--- src/rtl/mesh_term_src.sv ---
// Mesh terminal source: assembles packets and queues them in a circular FIFO for the mesh.
// Optional statistics counters are enabled by defining MESH_TERM_STATS_EN.
module mesh_term_src #(
  parameter int unsigned pckg_sz    = 40,
  parameter int unsigned fifo_depth = 4
) (
  input  logic               clk,
  input  logic               reset,
  input  logic               push,
  input  logic [3:0]         dest_row,
  input  logic [3:0]         dest_col,
  input  logic               mode,
  input  logic [pckg_sz-18:0] payload,
  input  logic               popin,
  output logic [pckg_sz-1:0] data_out_i_in,
  output logic               pndng_i_in,
  output logic               full,
  output logic               overflow,
  output logic [15:0]        sent_cnt,
  output logic [15:0]        drop_cnt
);

  localparam int unsigned PtrW = (fifo_depth > 1) ? $clog2(fifo_depth) : 1;
  localparam int unsigned CntW = $clog2(fifo_depth + 1);
  localparam logic [PtrW-1:0] LastPtr = PtrW'(fifo_depth - 1);
  localparam logic [CntW-1:0] MaxCnt  = CntW'(fifo_depth);

  logic [pckg_sz-1:0] mem_q [fifo_depth];
  logic [PtrW-1:0]    wr_ptr_q, wr_ptr_d;
  logic [PtrW-1:0]    rd_ptr_q, rd_ptr_d;
  logic [CntW-1:0]    count_q, count_d;
  logic               overflow_q, overflow_d;

  logic               do_push, do_pop, do_drop;
  logic [pckg_sz-1:0] pkt;

  // Next-jump byte is left zero for the router to fill in.
  assign pkt = {8'h00, dest_row, dest_col, mode, payload};

  assign full       = (count_q == MaxCnt);
  assign pndng_i_in = (count_q != '0);

  // A pop in the same cycle frees the slot, so a push into a full queue still lands.
  assign do_pop  = popin && pndng_i_in;
  assign do_push = push && (!full || do_pop);
  assign do_drop = push && !do_push;

  always_comb begin
    wr_ptr_d   = wr_ptr_q;
    rd_ptr_d   = rd_ptr_q;
    count_d    = count_q;
    overflow_d = do_drop;
    if (do_push) begin
      wr_ptr_d = (wr_ptr_q == LastPtr) ? '0 : wr_ptr_q + 1'b1;
    end
    if (do_pop) begin
      rd_ptr_d = (rd_ptr_q == LastPtr) ? '0 : rd_ptr_q + 1'b1;
    end
    unique case ({do_push, do_pop})
      2'b10:   count_d = count_q + 1'b1;
      2'b01:   count_d = count_q - 1'b1;
      default: count_d = count_q;
    endcase
  end

  always_ff @(posedge clk) begin
    if (reset) begin
      wr_ptr_q   <= '0;
      rd_ptr_q   <= '0;
      count_q    <= '0;
      overflow_q <= 1'b0;
    end else begin
      wr_ptr_q   <= wr_ptr_d;
      rd_ptr_q   <= rd_ptr_d;
      count_q    <= count_d;
      overflow_q <= overflow_d;
    end
  end

  // Storage needs no reset; the head is masked to zero whenever the queue is empty.
  always_ff @(posedge clk) begin
    if (!reset && do_push) begin
      mem_q[wr_ptr_q] <= pkt;
    end
  end

  assign data_out_i_in = pndng_i_in ? mem_q[rd_ptr_q] : '0;
  assign overflow      = overflow_q;

`ifdef MESH_TERM_STATS_EN
  logic [15:0] sent_cnt_q, drop_cnt_q;

  always_ff @(posedge clk) begin
    if (reset) begin
      sent_cnt_q <= '0;
      drop_cnt_q <= '0;
    end else begin
      if (do_pop && (sent_cnt_q != 16'hFFFF)) begin
        sent_cnt_q <= sent_cnt_q + 16'd1;
      end
      if (do_drop && (drop_cnt_q != 16'hFFFF)) begin
        drop_cnt_q <= drop_cnt_q + 16'd1;
      end
    end
  end

  assign sent_cnt = sent_cnt_q;
  assign drop_cnt = drop_cnt_q;
`else
  assign sent_cnt = 16'h0000;
  assign drop_cnt = 16'h0000;
`endif

endmodule

--- config.mk ---
export PLATFORM = sky130hd
export DESIGN_NAME = mesh_term_src
export DESIGN_NICKNAME = d
export VERILOG_FILES = /design/src/rtl/mesh_term_src.sv
export SDC_FILE = /design/constraint.sdc
export NUM_CORES = 1
export LEC_CHECK = 0
export CAP_MARGIN = 20
export CORE_AREA = 2 2 105 107
export CTS_CLUSTER_SIZE = 30
export DETAILED_ROUTE_END_ITERATION = 16
export DIE_AREA = 0 0 107 109
export HOLD_SLACK_MARGIN = 0.1
export MAX_ROUTING_LAYER = met4
export PLACE_DENSITY = 0.83
export SLEW_MARGIN = 10
export SYNTH_ARGS = -nofsm -noshare
export SYNTH_HDL_FRONTEND = slang
export SYNTH_SLANG_ARGS = --single-unit
--- constraint.sdc ---
create_clock -name clk -period 5.4 [get_ports clk]
set_input_delay 0.54 -clock clk [delete_from_list [all_inputs] [get_ports clk]]
set_output_delay 0.54 -clock clk [all_outputs]
set_load 0.005 [all_outputs]
==> impl_metrics.env <==
export IMPL_cp_end_kind="output port"
export IMPL_muxShareOfSynthArea_pct=12.75
export IMPL_gr_usage_all_layers_pct=19.11
export IMPL_io_pins=111
export IMPL_dp_hpwl_mm=5.601
export IMPL_met2_usage_pct=30.30
export IMPL_preCtsSetupSlack_ns=2.497
export IMPL_min_period_over_period_pct=57.68
export IMPL_post_route_util_pct=66.13
export IMPL_path_cells="buf_4 -> mux4_2 -> and2_1 -> clkdlybuf4s50_1"
export IMPL_fin_ws_ns=2.286
export IMPL_setup_violations=0
export IMPL_critical_path_class="reg2out"
export IMPL_synth_top_cell_area_share_pct=67.09
export IMPL_numClockSinks=138
export IMPL_postCtsHoldBufs=0
export IMPL_arrival_ns=2.57
export IMPL_critPathBufInv=2
export IMPL_final_cells=541
export IMPL_num_rows=38
export IMPL_start_util_pct=54.04
export IMPL_insertion_delay_ns=0.52
export IMPL_cts_resized=0
export IMPL_port_buffer_count=70
export IMPL_final_common_cell="edfxtp_1"
export IMPL_drive_above_1_share_pct=18.45
export IMPL_num_nets_final=430
export IMPL_cp_data_required_time_ns=4.86
export IMPL_finalPower_mw=2.765
export IMPL_ir_drop_v=0.0002505
export IMPL_rr_endpoint="mem_q[1][3]"
export IMPL_netlist_area_mm2=0.005729
export IMPL_routed_wl_mm=9.920
export IMPL_outcome="completed"
export IMPL_detail_route_iter0_violations=192
export IMPL_cp_max_fo=32
export IMPL_hold_ws_ns=0.5071
export IMPL_startpoint_type="register"
export IMPL_htree_levels=4
export IMPL_cts_setup_buffers=0
export IMPL_synth_area_leaders="edfxtp_1 (67%), mux4_2 (13%), buf_4 (5.6%), and2_1 (4.0%), dfxtp_1 (3.5%)"
export IMPL_final_cell_mix="edfxtp_1 (128), clkdlybuf4s50_1 (70), conb_1 (40), and2_1 (33), mux4_2 (32)"
export IMPL_clockBufferDepth=2
export IMPL_synth_area_leader_cell="edfxtp_1"
export IMPL_drt_wirelength_per_cell_um=18.34
export IMPL_synthDistinctLibCells=35
export IMPL_yosys_register_bits=138
export IMPL_min_period_ns=3.114
export IMPL_cp_slowest_cell="mux4_2"
export IMPL_avgSynthCellArea_um2=18.30
export IMPL_p_leak_nw=2.361
export IMPL_grt_pass1_wl_mm=15.44
export IMPL_busiest_layer="met2"
export IMPL_r2r_start="count_q[0]"
export IMPL_stdcell_area_mm2=0.007012
export IMPL_maxSlewHeadroom_pct=42.20
export IMPL_dieArea_mm2=0.01166
export IMPL_cts_buffers_inserted=17
export IMPL_power_density_mw_per_mm2=394.3
export IMPL_syn_to_final_growth_pct=22.38
export IMPL_slowest_delay_ns=0.59
export IMPL_met3_usage_pct=5.081
export IMPL_syn_inst=313
export IMPL_synth_xor_area_share_pct=0.3057
export IMPL_worstRegToRegCells=3
export IMPL_coreArea_mm2=0.01060
export IMPL_placed_cell_area_mm2=0.006389
export IMPL_cts_tree="yes"
export IMPL_diodes=0
export IMPL_grt_max_degree=35
export IMPL_cts_root_buf="clkbuf_8"
export IMPL_min_path_type="reg2reg"
export IMPL_dr_pass1_iters=4
export IMPL_grt_ovfl_total=0
export IMPL_grt_pass1_vias=2974
export IMPL_worstMarginPinSlew_ns=0.8671
export IMPL_synth_compound_area_share_pct=1.878
export IMPL_yosysSeqAreaShare_pct=70.58
export IMPL_post_place_cells=508
export IMPL_viasPerCell=5.266
export IMPL_synth_top_family_by_area="multiplexers"
export IMPL_place_gp_congestion=0.7334
export IMPL_synth_adder_area_share_pct=1.441
export IMPL_yosys_area_share_simple_pct=6.049
export IMPL_critical_path_top_delay_family="buffers and inverters"
export IMPL_die_y_um=109
export IMPL_maxCapViolCount=0
export IMPL_drv_slew=0
export IMPL_grt_util_met1_pct=23.51
export IMPL_dr_total_vias=2849
export IMPL_drc=0
export IMPL_cts_clk_slew_worst_paths_ns=0.06
export IMPL_grt_antenna_before_repair=0
export IMPL_yosysWarnings=0
export IMPL_fmaxAchievable_ghz=0.3211
export IMPL_r2r_slack_ns=3.24
export IMPL_die_w_um=107
export IMPL_min_delay_start="rd_ptr_q[0]"
export IMPL_finalHoldViolCount=0
export IMPL_grt_setup_unrepaired="false"
export IMPL_tns_ns=0
export IMPL_min_delay_path_depth=2
export IMPL_antenna_left=0
export IMPL_finalClockSkew_ns=0.01047
worst max-delay path by stage:
stage / endpoint / cells after the start / startpoint / slack [ns]
2_1_floorplan: mem_q[0][0] / 4 / reset / 3.15
3_3_place_gp: mem_q[0][19] / 4 / popin / 2.60
3_5_place_dp: mem_q[0][19] / 4 / popin / 2.50
4_1_cts: data_out_i_in[31] / 3 / count_q[0] / 2.12
5_1_grt: data_out_i_in[31] / 4 / register / 2.11
6_report: data_out_i_in[0] / 4 / register / 2.29
sequential cells by signal (all words and copies together) (netlist names), named ones only:
register and flops:
wr_ptr_q 2, mem_q 128, rd_ptr_q 2, overflow 1, count_q 3
cell usage after synthesis:
cell,n
ha_1,5
mux2i_1,1
and2_1,37
xnor2_1,1
nor2_1,5
a31oi_1,1
o211ai_1,2
o2111ai_1,1
nand2_1,2
xor2_1,1
edfxtp_1,128
o21ai_1,1
o31ai_1,1
mux4_2,32
conb_1,1
nand3_1,4
buf_1,3
o21bai_1,1
buf_4,43
dfxtp_1,10
a21oi_2,2
clkbuf_1,6
fa_1,1
inv_1,5
a21o_1,2
or3_1,3
nand3b_1,2
o21ba_2,1
or2_2,1
a21oi_1,3
or4b_1,1
buf_6,1
buf_2,2
nor2b_1,1
nand2b_1,2
cell families (layout without fill, tap and decap cells):
group	count (synthesis)	count (layout)
adder cells (fa/ha/maj)	6	6
AND/OR/NAND/NOR	58	58
buffers and inverters	60	109
other	1	40
XOR/XNOR	2	2
multiplexers	33	33
AO/OA/AOI/OAI	15	15
flip-flops	138	138
routing by layer:
metal,part of all wire [%],vias up
li1,-,1270
met1,42,1424
met2,50,140
met3,5.9,15
met4,1.9,0
met5,0,-
power breakdown:
| part | internal (mW) | switching, mW | total [mW] |
|---|---|---|---|
| combinational | 0.250 | 0.170 | 0.420 |
| sequential | 1.21 | 0.0223 | 1.23 |
| clock | 0.700 | 0.417 | 1.12 |
| total | 2.16 | 0.609 | 2.76 |
worst min-delay path, stage by stage (launching register included):
cell and delay [ns]:
dfxtp_1 0.32, nand2_1 0.06, a21oi_1 0.07
layout make-up:
| class | count | area [um^2] |
|---|---|---|
| Clock buffer | 25 | 549.3 |
| Timing Repair Buffer | 72 | 735.7 |
| Fill cell | 690 | 3591 |
| Clock inverter | 7 | 46.29 |
| Tap cell | 140 | 175.2 |
| Multi-Input combinational cell | 154 | 1440 |
| Inverter | 5 | 18.77 |
| Sequential cell | 138 | 4046 |
No activity file was read; power rests on OpenSTA's default activity.
